[src/rtl/accel_readback_pkg.sv]
// Shared constants and FSM state type for the regfile readback engine.
package accel_readback_pkg;

    localparam int DEF_ADDR_W = 12;
    localparam int DEF_DATA_W = 32;
    localparam int STATE_W    = 18;
    localparam int FIFO_DEPTH = 2;
    localparam int OCC_W      = $clog2(FIFO_DEPTH + 1);

    typedef enum logic [1:0] {
        IDLE,
        READ,
        DRAIN,
        DONE
    } rb_state_t;

endpackage

[src/rtl/rb_skid_fifo.sv]
// Two-entry FIFO holding {addr, data, last} beats between the regfile read and the output stream.
module rb_skid_fifo
    import accel_readback_pkg::*;
#(
    parameter int WIDTH = DEF_ADDR_W + DEF_DATA_W + 1
) (
    input  logic             clk,
    input  logic             rst_n,
    input  logic             push,
    input  logic [WIDTH-1:0] push_data,
    input  logic             pop,
    output logic [WIDTH-1:0] head_data,
    output logic [OCC_W-1:0] occupancy
);

    logic [WIDTH-1:0] head;
    logic [WIDTH-1:0] tail;
    logic             pop_ok;
    logic             push_ok;

    assign pop_ok    = pop && (occupancy != '0);
    assign push_ok   = push && ((occupancy < OCC_W'(FIFO_DEPTH)) || pop_ok);
    assign head_data = head;

    always_ff @(posedge clk) begin
        if (!rst_n) begin
            occupancy <= '0;
            head      <= '0;
            tail      <= '0;
        end else begin
            case ({push_ok, pop_ok})
                2'b10: begin
                    if (occupancy == '0) begin
                        head <= push_data;
                    end else begin
                        tail <= push_data;
                    end
                    occupancy <= occupancy + OCC_W'(1);
                end
                2'b01: begin
                    head      <= tail;
                    occupancy <= occupancy - OCC_W'(1);
                end
                2'b11: begin
                    // Simultaneous push/pop: the new beat lands behind whatever remains.
                    if (occupancy == OCC_W'(1)) begin
                        head <= push_data;
                    end else begin
                        head <= tail;
                        tail <= push_data;
                    end
                end
                default: ;
            endcase
        end
    end

endmodule

[src/rtl/regfile_readback.sv]
// Streams a block of regfile words (InexRecur or state) out with address tags and a last marker.
// Optional running XOR of accepted words enabled by READBACK_CHECKSUM_EN.
module regfile_readback
    import accel_readback_pkg::*;
#(
    parameter int ADDR_W = DEF_ADDR_W,
    parameter int DATA_W = DEF_DATA_W
) (
    input  logic              clk,
    input  logic              rst_n,
    input  logic              start,
    input  logic              src_sel,
    input  logic [ADDR_W-1:0] base_addr,
    input  logic [ADDR_W:0]   count,
    output logic              busy,
    output logic              done,
    output logic              rd_en_InexRecur,
    output logic [ADDR_W-1:0] rd_addr_InexRecur,
    input  logic [DATA_W-1:0] rd_data_InexRecur,
    output logic              rd_en_state,
    output logic [ADDR_W-1:0] rd_addr_state,
    input  logic [STATE_W-1:0] rd_data_state,
    output logic              out_valid,
    input  logic              out_ready,
    output logic [DATA_W-1:0] out_data,
    output logic [ADDR_W-1:0] out_addr,
    output logic              out_last
`ifdef READBACK_CHECKSUM_EN
    ,
    output logic [DATA_W-1:0] checksum
`endif
);

    localparam int BEAT_W = ADDR_W + DATA_W + 1;
    localparam int CNT_W  = ADDR_W + 1;

    rb_state_t         state;
    logic              sel;
    logic [ADDR_W-1:0] next_addr;
    logic [ADDR_W-1:0] rd_addr_q;
    logic [CNT_W-1:0]  remaining;
    logic              rd_en_q;
    logic              rd_last_q;

    logic [DATA_W-1:0] rd_word;
    logic [BEAT_W-1:0] push_beat;
    logic [BEAT_W-1:0] head_beat;
    logic [BEAT_W-1:0] shown_beat;
    logic [OCC_W-1:0]  occupancy;
    logic [OCC_W:0]    fill;
    logic              accept;
    logic              issue;

    assign rd_word   = sel ? DATA_W'(rd_data_state) : rd_data_InexRecur;
    assign push_beat = {rd_addr_q, rd_word, rd_last_q};

    rb_skid_fifo #(
        .WIDTH(BEAT_W)
    ) u_fifo (
        .clk      (clk),
        .rst_n    (rst_n),
        .push     (rd_en_q),
        .push_data(push_beat),
        .pop      (accept),
        .head_data(head_beat),
        .occupancy(occupancy)
    );

    assign out_valid  = (occupancy != '0);
    assign accept     = out_valid && out_ready;
    assign shown_beat = out_valid ? head_beat : '0;
    assign out_addr   = shown_beat[BEAT_W-1 -: ADDR_W];
    assign out_data   = shown_beat[DATA_W:1];
    assign out_last   = shown_beat[0];

    assign rd_en_InexRecur   = rd_en_q && !sel;
    assign rd_en_state       = rd_en_q && sel;
    assign rd_addr_InexRecur = sel ? '0 : rd_addr_q;
    assign rd_addr_state     = sel ? rd_addr_q : '0;

    // Occupancy after this edge counts the strobe now up; a new read is allowed only if that leaves room.
    always_comb begin
        fill  = {1'b0, occupancy} + (OCC_W+1)'(rd_en_q) - (OCC_W+1)'(accept);
        issue = (state == READ) && (remaining != '0) && (fill < (OCC_W+1)'(FIFO_DEPTH));
    end

    always_ff @(posedge clk) begin
        if (!rst_n) begin
            state     <= IDLE;
            busy      <= 1'b0;
            done      <= 1'b0;
            sel       <= 1'b0;
            next_addr <= '0;
            rd_addr_q <= '0;
            remaining <= '0;
            rd_en_q   <= 1'b0;
            rd_last_q <= 1'b0;
        end else begin
            done    <= 1'b0;
            rd_en_q <= 1'b0;
            case (state)
                IDLE: begin
                    if (start) begin
                        sel  <= src_sel;
                        busy <= 1'b1;
                        if (count == '0) begin
                            state <= DONE;
                            done  <= 1'b1;
                        end else begin
                            // First read goes out on the start edge itself to meet the 2-cycle latency.
                            state     <= READ;
                            rd_en_q   <= 1'b1;
                            rd_addr_q <= base_addr;
                            next_addr <= base_addr + ADDR_W'(1);
                            remaining <= count - CNT_W'(1);
                            rd_last_q <= (count == CNT_W'(1));
                        end
                    end
                end
                READ: begin
                    if (remaining == '0) begin
                        state <= DRAIN;
                    end else if (issue) begin
                        rd_en_q   <= 1'b1;
                        rd_addr_q <= next_addr;
                        next_addr <= next_addr + ADDR_W'(1);
                        remaining <= remaining - CNT_W'(1);
                        rd_last_q <= (remaining == CNT_W'(1));
                    end
                end
                DRAIN: begin
                    if (accept && out_last) begin
                        state <= DONE;
                        done  <= 1'b1;
                    end
                end
                DONE: begin
                    state <= IDLE;
                    busy  <= 1'b0;
                end
                default: state <= IDLE;
            endcase
        end
    end

`ifdef READBACK_CHECKSUM_EN
    always_ff @(posedge clk) begin
        if (!rst_n) begin
            checksum <= '0;
        end else if (state == IDLE && start) begin
            checksum <= '0;
        end else if (accept) begin
            checksum <= checksum ^ out_data;
        end
    end
`endif

endmodule

[config.mk]
export PLATFORM = sky130hd
export DESIGN_NAME = regfile_readback
export DESIGN_NICKNAME = d
export VERILOG_FILES = /design/src/rtl/accel_readback_pkg.sv /design/src/rtl/rb_skid_fifo.sv /design/src/rtl/regfile_readback.sv
export SDC_FILE = /design/constraint.sdc
export NUM_CORES = 1
export LEC_CHECK = 0
export BUFFER_PORTS_ARGS = -buffer_cell sky130_fd_sc_hd__buf_2
export CELL_PAD_IN_SITES_DETAIL_PLACEMENT = 0
export CELL_PAD_IN_SITES_GLOBAL_PLACEMENT = 1
export CORE_ASPECT_RATIO = 0.6
export CORE_MARGIN = 8
export CORE_UTILIZATION = 43
export CTS_CLUSTER_SIZE = 16
export DETAILED_ROUTE_END_ITERATION = 12
export PLACE_DENSITY = 0.9
export SYNTH_ARGS = -nofsm -noshare
export SYNTH_HDL_FRONTEND = slang
export SYNTH_SLANG_ARGS = --single-unit
[constraint.sdc]
create_clock -name clk -period 6.9 [get_ports clk]
set_clock_uncertainty 0.15 [all_clocks]
set_input_delay 0.69 -clock clk [delete_from_list [all_inputs] [get_ports clk]]
set_output_delay 0.69 -clock clk [all_outputs]
set_load 0.02 [all_outputs]
==> impl_summary.log, run 1 <==
[metrics] std cell rows: 36
[metrics] first-pass GRT wire length: 33300 µm
[metrics] Area growth, synth to finish: 21.3%
[metrics] Mapped Avg Cell Area: 7.82 µm²
[metrics] CP startpoint: u_fifo.occupancy[1]
[metrics] CP arrival: approximately 4.6 ns
[metrics] ratio of cells with drive above 1 in the final layout: 20.7%
[metrics] Buf+Inv Stages, Crit Path: 4
[metrics] max_slew headroom: between 20% and 30%
[metrics] largest fanout of any net on the critical path: 32
[metrics] hold path endpoint: u_fifo.tail[44]
[metrics] status: finished, final reports clean
[metrics] Crit-path slowest cell: o21a_1
[metrics] count of boundary I/O pins: 154
[metrics] switching power of the nets: between 1.5 and 2 mW
[metrics] post-cts sizing count: 0
[metrics] Hold Vio Cnt, Final: 0
[metrics] clk buf depth: 2
[metrics] destination of the worst register-to-register timing path: rd_addr_q[8]
[metrics] Seq cells post-synth: ~140
[metrics] TNS Setup: 0 ns
[metrics] Post-CTS Hold Buffers: 0
[metrics] relative contribution of combinational cells to total power: 43.3%
[metrics] fraction of registers with async set or reset after synthesis: 0%
[metrics] Worst-path clk slew: ~0.06 ns
[metrics] Initial Util: 44.1%
[metrics] worst reg-to-reg setup slack: 2.48 ns
[metrics] y dimension of the die: 116 µm
[metrics] Min-Delay Path Class: flip-flop to flip-flop
[metrics] TritonCTS clock tree: built
[metrics] number of nets still failing antenna checks after routing: 0
[metrics] remaining global-route overflow: 0
[metrics] HPWL after DPL: roughly 14000 µm
[metrics] gr usage total: 19.1%
[metrics] via count: 6928
[metrics] worst IR drop on VDD: 222 µV
[metrics] Gate Count Post-Synth: 917
[metrics] portion of the clock cycle consumed by the worst path in the final layout: between 60% and 70%
[metrics] insertion delay to the later sink of the worst-skew pair: 0.41 ns
[metrics] most frequent CP cell: inv_1
[metrics] fmax: 226 MHz
[metrics] core footprint: approximately 16000 µm²
[metrics] relative contribution of the clock network to total power: 23.2%
[metrics] Most used DFF post-synth: dfxtp_1
[metrics] Vias per Instance: 5.44
[metrics] Routed WL: approximately 21000 µm
[metrics] initial antenna violation count: 0
[metrics] number of enable-type register cells in the synthesized netlist: 0
[metrics] switching fraction of total power: 43.0%
[metrics] setup repair after global routing missed its margin: no
[metrics] number of global-route vias before repair: roughly 6.5k
[metrics] warnings from Yosys: 0
[metrics] CTS Root Cell: clkbuf_16
[metrics] startpoint of the tightest hold check path: u_fifo.tail[44]
[metrics] depth of the most critical reg-to-reg path: 15
[metrics] deepest level of the CTS H-tree: 4
[metrics] final setup vio count: 0
[metrics] global placer's final weighted congestion: 0.842
[metrics] Post-CTS Repair Setup Buffers: 0
[metrics] startpoint of the worst-slack reg-to-reg timing path: u_fifo.occupancy[1]
[metrics] number of gates on the worst path with buffers counted: 15
[metrics] Distinct cells, synth: 61
[metrics] clock buffers created by TritonCTS: 17
[metrics] pwr/cell area: 459 nW/µm²
[metrics] number of fill cells: 1561
[metrics] die area: around 21000 µm²
[metrics] critical path capture point type: flip-flop
[metrics] min Tclk post-route: roughly 4.4 ns
[metrics] Worst-Margin Slew: between 1 and 1.5 ns
[metrics] die extent in x: 183 µm
[metrics] highest cell delay on the worst timing path: around 0.91 ns
[metrics] residual DRC count: 0
[metrics] reported leakage power: 3.44 nW
[metrics] number of I/O port buffers: between 150 and 200
[metrics] Crit Path Class: flip-flop to flip-flop
[metrics] sequential cell area fraction in the yosys report: 38.0%
[metrics] family with the most delay on the worst path: compound AO/OA/AOI/OAI gates
[metrics] max-cap violations: 0
[metrics] detailed-routing iteration count for the pre-antenna-repair pass: 5
[metrics] largest net degree at the start of global routing: 71
[metrics] kind of start point of the critical path: flip-flop
[metrics] data required time of the worst path: 7.07 ns
[metrics] worst hold path stage count: 2
[metrics] cells along the critical path: inv_1 -> ha_2 -> inv_1 -> nand2_1 -> inv_1 -> ha_1 -> nand2b_1 -> fa_1 -> xnor2_1 -> nand2_1 -> o21ai_0 -> o21a_1 -> buf_4 -> nor2_1 -> a211oi_1
[metrics] Pint: 2.28 mW
[metrics] iteration-0 DRC count of the detailed router: 720
[metrics] number of inserted diodes: 0
[metrics] sink count of the clock tree: 136
[metrics] Mapped Nets: approximately 1.0k
[metrics] number of nets at the end of the flow: between 1k and 1.5k
[metrics] number of pins exceeding their max-slew limit in the final report: 0
[metrics] Netlist Area Pre-Place: 7170 µm²
[metrics] register share of total power: 33.5%
[metrics] Routed wire per std cell: 16.2 µm
[metrics] post-layout util: 53.5%
## flip-flops by register name, summed over array words and instances (netlist names)
register and cells:
u_fifo.head_data 45, u_fifo.tail 45, remaining 13, next_addr 12
rd_addr_q 12, state 2, u_fifo.occupancy 2, busy 1
done 1, rd_en_q 1, rd_last_q 1, sel 1
## per-layer routing
layer,track usage [%],vias up,part of all wire (%)
met2,28.0,220,42
li1,-,3498,-
met5,0,-,0
met4,5.11,0,0.67
met1,27.6,3196,51
met3,4.32,14,5.9
## synthesized netlist by cell type (16+ instances only)
cell type | count | area [µm²]
ha_1 | 16 | 200
inv_1 | 18 | 67.6
mux2i_1 | 21 | 210
dfxtp_1 | 136 | 2720
a21oi_1 | 81 | 405
a211oi_1 | 48 | 360
nor3_1 | 56 | 280
a221oi_1 | 27 | 236
nor2_1 | 108 | 405
and2_1 | 16 | 100
o21ai_0 | 26 | 130
clkbuf_1 | 56 | 210
nor2b_1 | 79 | 494
nand2_1 | 99 | 372
## power by group through the flow
stage                     clock network (mW)  registers (mW)  logic [mW]
final                                  0.927            1.34        1.73
after global routing                   0.979            1.37        1.94
after CTS                              0.945            1.33        1.73
after detailed placement                   0            1.35        1.72
after global placement                     0            1.34        1.71
after floorplan                            0            1.26        1.30
## cell usage in the layout, fill, tap and decap left out, types with 3 or more instances in the layout
master	Yosys	final
a211oi_1	48	48
a21boi_0	5	5
a21oi_1	81	81
a221oi_1	27	27
a22oi_1	3	3
a31oi_1	7	6
a41oi_1	3	3
and2_1	16	16
and3_1	6	6
buf_2	5	153
buf_4	0	13
clkbuf_16	0	17
clkinvlp_4	0	4
dfxtp_1	136	135
ha_1	16	14
inv_1	18	17
inv_6	0	4
mux2i_1	21	21
nand2_1	99	99
nand3_1	14	14
nand4_1	4	4
nor2_1	108	107
nor2b_1	79	79
nor3_1	56	56
nor4b_1	4	4
o2111ai_1	4	4
o211ai_1	5	5
o21a_1	6	5
o21ai_0	26	26
xnor2_1	7	7
xor2_1	4	4
## area by class of cell
type / instances / area, µm² / share of cell area, %
multi-input cells: 693 / 4150 / 47.7
clock inverters: 14 / 161 / 1.86
repair buffers: 166 / 863 / 9.93
inverters: 19 / 73.8 / 0.849
clock buffers: 18 / 439 / 5.05
well taps: 228 / 285 / 3.28
flip-flops and latches: 136 / 2720 / 31.3
## logic make-up (layout without fill, tap and decap cells)
logic type,after synthesis,count (layout),share of synthesized area [%]
and+or+nand+nor,407,407,28.0
AOI/OAI and AO/OA,235,235,21.6
DFF,136,136,38.0
buffers and inverters,88,217,4.80
muxes,23,23,3.25
adders and majority gates,17,17,3.07
xor gates and xnor gates,11,11,1.34
## worst register-to-register path: stages, from the launching register on
cell and delay, ns:
dfxtp_1 0.48, inv_1 0.18, ha_2 0.22, inv_1 0.07
nand2_1 0.22, inv_1 0.12, ha_1 0.22, nand2b_1 0.16
fa_1 0.39, xnor2_1 0.16, nand2_1 0.08, o21ai_0 0.34
o21a_1 0.91, buf_4 0.36, nor2_1 0.06, a211oi_1 0.23
## metrics by stage
stage	total power, mW	worst slack (ns)	std cells	hold slack (ns)	area, µm²
2_1_floorplan	2.57	3.43	917	0.286	7170
3_5_place_dp	3.07	2.53	1242	0.297	8090
5_1_grt	4.29	2.08	1274	0.321	8690
6_report	3.99	2.48	1274	0.304	8690
4_1_cts	4.01	2.51	1274	0.305	8690
3_3_place_gp	3.05	2.62	1242	0.292	8090
## how the worst max path moves through the flow
stage                                to
after global placement     remaining[6]
after global routing       remaining[4]
after CTS                  remaining[8]
after detailed placement   remaining[8]
after floorplan           next_addr[11]
final                      rd_addr_q[8]
(Power assumes the default switching activity.)
==> run 2, diff against run 1 <==
CORE_UTILIZATION = 40   (was 43)
PLACE_DENSITY = 0.84   (was 0.9)
clock period = 4.1 ns   (was 6.9 ns; I/O delays follow)
==> run 2 against run 1 <==
Routed wire length grew 0.69%. Fmax up 23%. Worst setup slack got worse by 2.0 ns. Largest cell class unchanged. Register-to-register slack worse by 2.0 ns. Combinational power rose by 69%. Clock power up 84%. Die area increased by 6.6%. Design area is 1.4% higher.
==> impl_summary.log, run 2 (same netlist as run 1, synthesis figures left out) <==
[metrics] status: finished, final reports clean
[metrics] clk buf depth: 2
[metrics] insertion delay to the later sink of the worst-skew pair: 0.42 ns
[metrics] critical path capture point type: flip-flop
[metrics] y dimension of the die: 120 µm
[metrics] switching power of the nets: 2.86 mW
[metrics] final setup vio count: 0
[metrics] largest net degree at the start of global routing: 73
[metrics] TritonCTS clock tree: built
[metrics] switching fraction of total power: 41.5%
[metrics] pwr/cell area: a little under 800 nW/µm²
[metrics] ratio of cells with drive above 1 in the final layout: 20.8%
[metrics] Hold Vio Cnt, Final: 0
[metrics] die extent in x: between 150 and 200 µm
[metrics] relative contribution of the clock network to total power: 24.8%
[metrics] Worst-path clk slew: 0.06 ns
[metrics] register share of total power: 32.8%
[metrics] number of nets still failing antenna checks after routing: 0
[metrics] CTS Root Cell: clkbuf_16
[metrics] met2 wire length: 8410 µm
[metrics] Routed WL: 20800 µm
[metrics] number of pins exceeding their max-slew limit in the final report: 0
[metrics] clock buffers created by TritonCTS: 17
[metrics] min Tclk post-route: 3.58 ns
[metrics] final hold slack: slightly below 0.1 ns
[metrics] detailed-route wire length on metal 1: 10900 µm
[metrics] largest fanout of any net on the critical path: 26
[metrics] Post-CTS Hold Buffers: 0
[metrics] routed wire length on met3: 1340 µm
[metrics] iteration-0 DRC count of the detailed router: 629
[metrics] Post-CTS Repair Setup Buffers: 0
[metrics] CP arrival: around 3.8 ns
[metrics] Worst-Margin Slew: between 1 and 1.5 ns
[metrics] fmax: between 200 and 300 MHz
[metrics] Power, Total: 6.89 mW
[metrics] post-cts sizing count: 0
[metrics] TNS Setup: 0 ns
[metrics] max_slew headroom: 24.8%
[metrics] Initial Util: between 40% and 50%
[metrics] Pint: 4.04 mW
[metrics] number of nets at the end of the flow: 1132
[metrics] first-pass GRT wire length: 34100 µm
[metrics] relative contribution of combinational cells to total power: 42.4%
[metrics] reported leakage power: 3.50 nW
[metrics] via count: 6883
[metrics] most frequent standard cell in the layout excluding fill and tap cells: buf_2
[metrics] Routed wire per std cell: between 15 and 20 µm
[metrics] max-cap violations: 0
[metrics] Area growth, synth to finish: 23.0%
[metrics] global placer's final weighted congestion: approximately 0.80
[metrics] count of boundary I/O pins: 154
[metrics] setup repair after global routing missed its margin: no
[metrics] data required time of the worst path: 4.31 ns
[metrics] core footprint: 17800 µm²
[metrics] most used cells in the layout excluding fill and tap cells: 153 x buf_2, 135 x dfxtp_1, 107 x nor2_1
[metrics] sink count of the clock tree: 136
[metrics] HPWL after DPL: 14300 µm
[metrics] Crit Path Class: flip-flop to flip-flop
[metrics] number of global-route vias before repair: 6483
[metrics] deepest level of the CTS H-tree: 4
[metrics] remaining global-route overflow: 0
[metrics] detailed-routing iteration count for the pre-antenna-repair pass: 5
[metrics] number of inserted diodes: 0
[metrics] Vias per Instance: 5.34
[metrics] residual DRC count: 0
[metrics] initial antenna violation count: 0
[metrics] std cell rows: 38
[metrics] die area: 22600 µm²
[metrics] kind of start point of the critical path: flip-flop
[metrics] Min-Delay Path Class: input port to flip-flop
[metrics] gr usage total: 18.1%
[metrics] Top Layer Used: met4
[metrics] number of I/O port buffers: 153
[metrics] worst IR drop on VDD: 318 µV
[metrics] portion of the clock cycle consumed by the worst path in the final layout: between 80% and 90%
run 2: final timing paths:
path                                     startpoint               to  slack (ns)  cells past startpoint
worst max register to register  u_fifo.occupancy[1]     next_addr[4]        0.52                     15
worst min-delay path                        src_sel              sel         0.1                      3
worst max-delay path            u_fifo.occupancy[1]     next_addr[4]        0.52                     15
worst min register to register      u_fifo.tail[25]  u_fifo.tail[25]        0.30                      2
run 2: worst max-delay path, stage by stage (launching register included):
cell       delay [ns]
dfxtp_1          0.48
inv_1            0.17
ha_2             0.21
inv_1            0.06
nand2_1          0.06
inv_1            0.05
ha_1             0.21
nand2b_1         0.15
fa_1             0.39
xnor2_1          0.16
nand2_1          0.09
o21ai_0          0.35
o21ai_2          0.10
buf_4            0.25
a2111oi_0        0.46
o31a_1           0.18
run 2: through the flow:
stage               setup WS [ns]  instances  utilization [%]  cell area, µm²
finish                      0.517       1288             49.5            8820
global route                0.225       1288             49.5            8820
CTS                         0.501       1288             49.5            8820
detailed placement          0.507       1256             45.8            8160
global placement            0.648       1256             45.8            8160
floorplan                   0.633        917                -            7170
run 2: routing by layer:
layer | track usage (%) | vias to the layer above
met5 | 0 | -
met4 | 4.52 | 0
met3 | 4.63 | 13
met2 | 25.4 | 192
met1 | 26.9 | 3174
li1 | - | 3504
run 2: cell type report:
| class | count | area, µm² |
|---|---|---|
| fillers | 1776 | 9010 |
| multi-input cells | 693 | 4150 |
| flip-flops and latches | 136 | 2720 |
| repair buffers | 168 | 916 |
| clock buffers | 19 | 443 |
| well taps | 240 | 300 |
| clock inverters | 13 | 215 |
| inverters | 19 | 73.8 |
run 2: power by group through the flow:
stage | sequential (mW) | combinational, mW | clock, mW
floorplan | 2.13 | 2.20 | 0
global placement | 2.27 | 2.91 | 0
detailed placement | 2.28 | 2.92 | 0
CTS | 2.26 | 2.94 | 1.73
global route | 2.33 | 3.29 | 1.80
finish | 2.26 | 2.92 | 1.71
==> run 3, diff against run 2 <==
CORE_UTILIZATION = 36   (was 40)
PLACE_DENSITY = 0.8   (was 0.84)
clock period = 3.1 ns   (was 4.1 ns; I/O delays follow)
==> run 3 against run 2 <==
Routed wire length increased by 6.0%. Utilization fell by 3.8 points. Combinational power grew 41%. Critical endpoint unchanged. Largest power group unchanged. Highest routed layer unchanged.
==> impl_summary.log, run 3 (same netlist as run 1, synthesis figures left out) <==
[metrics] Crit-path slowest cell: fa_2
[metrics] largest net degree at the start of global routing: 79
[metrics] min Tclk post-route: ~3.0 ns
[metrics] Pint: 5.39 mW
[metrics] via count: 6997
[metrics] residual DRC count: 0
[metrics] count of placed standard cells including taps: 1303
[metrics] clk buf depth: 2
[metrics] relative contribution of the clock network to total power: 23.2%
[metrics] reported leakage power: 3.59 nW
[metrics] sink count of the clock tree: ~140
[metrics] Crit Path Class: flip-flop to flip-flop
[metrics] CP arrival: approximately 3.2 ns
[metrics] first-pass GRT wire length: between 30000 and 40000 µm
[metrics] initial antenna violation count: 0
[metrics] Worst-path clk slew: 0.06 ns
[metrics] final setup vio count: 0
[metrics] Post-Layout Inst Area: 9020 µm²
[metrics] worst reg-to-reg setup slack: roughly 0.15 ns
[metrics] insertion delay to the later sink of the worst-skew pair: 0.41 ns
[metrics] Hold Vio Cnt, Final: 0
[metrics] most used cells in the layout excluding fill and tap cells: 153 x buf_2, 133 x dfxtp_1, 107 x nor2_1
[metrics] register share of total power: 32.4%
[metrics] Worst-Margin Slew: 0.854 ns
[metrics] y dimension of the die: 125 µm
[metrics] highest cell delay on the worst timing path: 0.38 ns
[metrics] kind of start point of the critical path: flip-flop
[metrics] max_slew headroom: 43.0%
[metrics] remaining global-route overflow: 0
[metrics] Vias per Instance: 5.23
[metrics] number of global-route vias before repair: 6595
[metrics] portion of the clock cycle consumed by the worst path in the final layout: a little over nine tenths
[metrics] Area growth, synth to finish: 25.8%
[metrics] iteration-0 DRC count of the detailed router: about 460
[metrics] number of I/O port buffers: 153
[metrics] Setup WS pre-CTS: between 0.02 and 0.03 ns
[metrics] Power, Total: 9.28 mW
[metrics] pwr/cell area: about 1000 nW/µm²
[metrics] placement-stage cell area: approximately 8300 µm²
[metrics] Min-Delay Path Class: input port to flip-flop
[metrics] global placer's final weighted congestion: 0.828
[metrics] core footprint: approximately 20000 µm²
[metrics] die extent in x: roughly 200 µm
[metrics] worst IR drop on VDD: 422 µV
[metrics] relative contribution of combinational cells to total power: 44.5%
[metrics] Routed wire per std cell: 16.5 µm
[metrics] number of nets at the end of the flow: about 1.2k
[metrics] number of inserted diodes: 0
[metrics] count of boundary I/O pins: 154
[metrics] die area: 24800 µm²
[metrics] family with the most delay on the worst path: compound AO/OA/AOI/OAI gates
[metrics] ratio of cells with drive above 1 in the final layout: 23.1%
[metrics] switching fraction of total power: roughly two fifths
[metrics] Initial Util: 36.3%
[metrics] CTS Root Cell: clkbuf_16
[metrics] status: finished, final reports clean
[metrics] largest fanout of any net on the critical path: 14
[metrics] number of pins exceeding their max-slew limit in the final report: 0
[metrics] clock buffers created by TritonCTS: 17
[metrics] critical path capture point type: flip-flop
[metrics] max-cap violations: 0
[metrics] cells along the critical path: inv_2 -> ha_4 -> inv_2 -> nand2_2 -> inv_1 -> ha_1 -> nand2b_4 -> fa_2 -> xnor2_2 -> nand2_1 -> o21ai_2 -> o21ai_2 -> buf_4 -> a2111oi_2 -> o31a_1
[metrics] gr usage total: 17.2%
[metrics] Buf+Inv Stages, Crit Path: 4
[metrics] switching power of the nets: around 3.9 mW
[metrics] HPWL after DPL: 15300 µm
[metrics] number of fill cells: 2017
[metrics] most frequent standard cell in the layout excluding fill and tap cells: buf_2
[metrics] least setup slack across all paths after layout: 0.149 ns
[metrics] std cell rows: 40
[metrics] Routed WL: 22000 µm
[metrics] fmax: 339 MHz
[metrics] deepest level of the CTS H-tree: 4
[metrics] data required time of the worst path: 3.31 ns
[metrics] detailed-routing iteration count for the pre-antenna-repair pass: 5
[metrics] TritonCTS clock tree: built
[metrics] final hold slack: ~0.066 ns
[metrics] number of nets still failing antenna checks after routing: 0
[metrics] non-filler cells in the finished layout: 1337
run 3: timing repair:
action                                  CTS  global route
endpoints found under the hold margin     1             0
endpoints found under the setup margin    0            26
gates resized for setup                   0            11
setup buffers                             0             3
hold buffers                              1             0
run 3: final timing paths:
path / from / to / cells past startpoint
max: u_fifo.occupancy[1] / next_addr[4] / 15
min: start / sel / 3
max reg2reg: u_fifo.occupancy[1] / next_addr[4] / 15
min reg2reg: u_fifo.tail[24] / u_fifo.tail[24] / 2
run 3: area by class of cell:
class	instances	area, µm²	area share [%]
Clock inverter	13	195	2.16
Timing Repair Buffer	186	1070	11.8
Tap cell	273	342	3.79
Inverter	19	73.8	0.818
Sequential cell	136	2730	30.2
Multi-Input combinational cell	693	4190	46.5
Clock buffer	17	425	4.72
run 3: tightest hold or removal path, cell delays in order:
cell,delay [ns]
buf_2,0.13
nand3_1,0.08
a21oi_1,0.05
run 3: power by group through the flow:
stage / Combinational (mW) / Sequential, mW / Clock, mW
CTS: 4.08 / 2.99 / 2.18
floorplan: 2.92 / 2.81 / 0
detailed placement: 4.07 / 3.03 / 0
global placement: 4.02 / 3.02 / 0
global route: 4.58 / 3.10 / 2.26
finish: 4.12 / 3.00 / 2.15
run 3: through the flow:
stage	TNS, ns	util, %
after floorplan	0	-
after global placement	0	42.1
after detailed placement	0	42.1
after CTS	0	45.3
after global routing	-0.00444	45.6
final	0	45.6
run 3: per-layer routing:
metal / vias up / share of wire (%) / GRT usage, %
met2: 192 / 41 / 25.7
met1: 3262 / 51 / 25.3
met5: - / 0 / 0
met3: 14 / 6.7 / 3.64
met4: 0 / 0.62 / 2.89
li1: 3529 / - / -
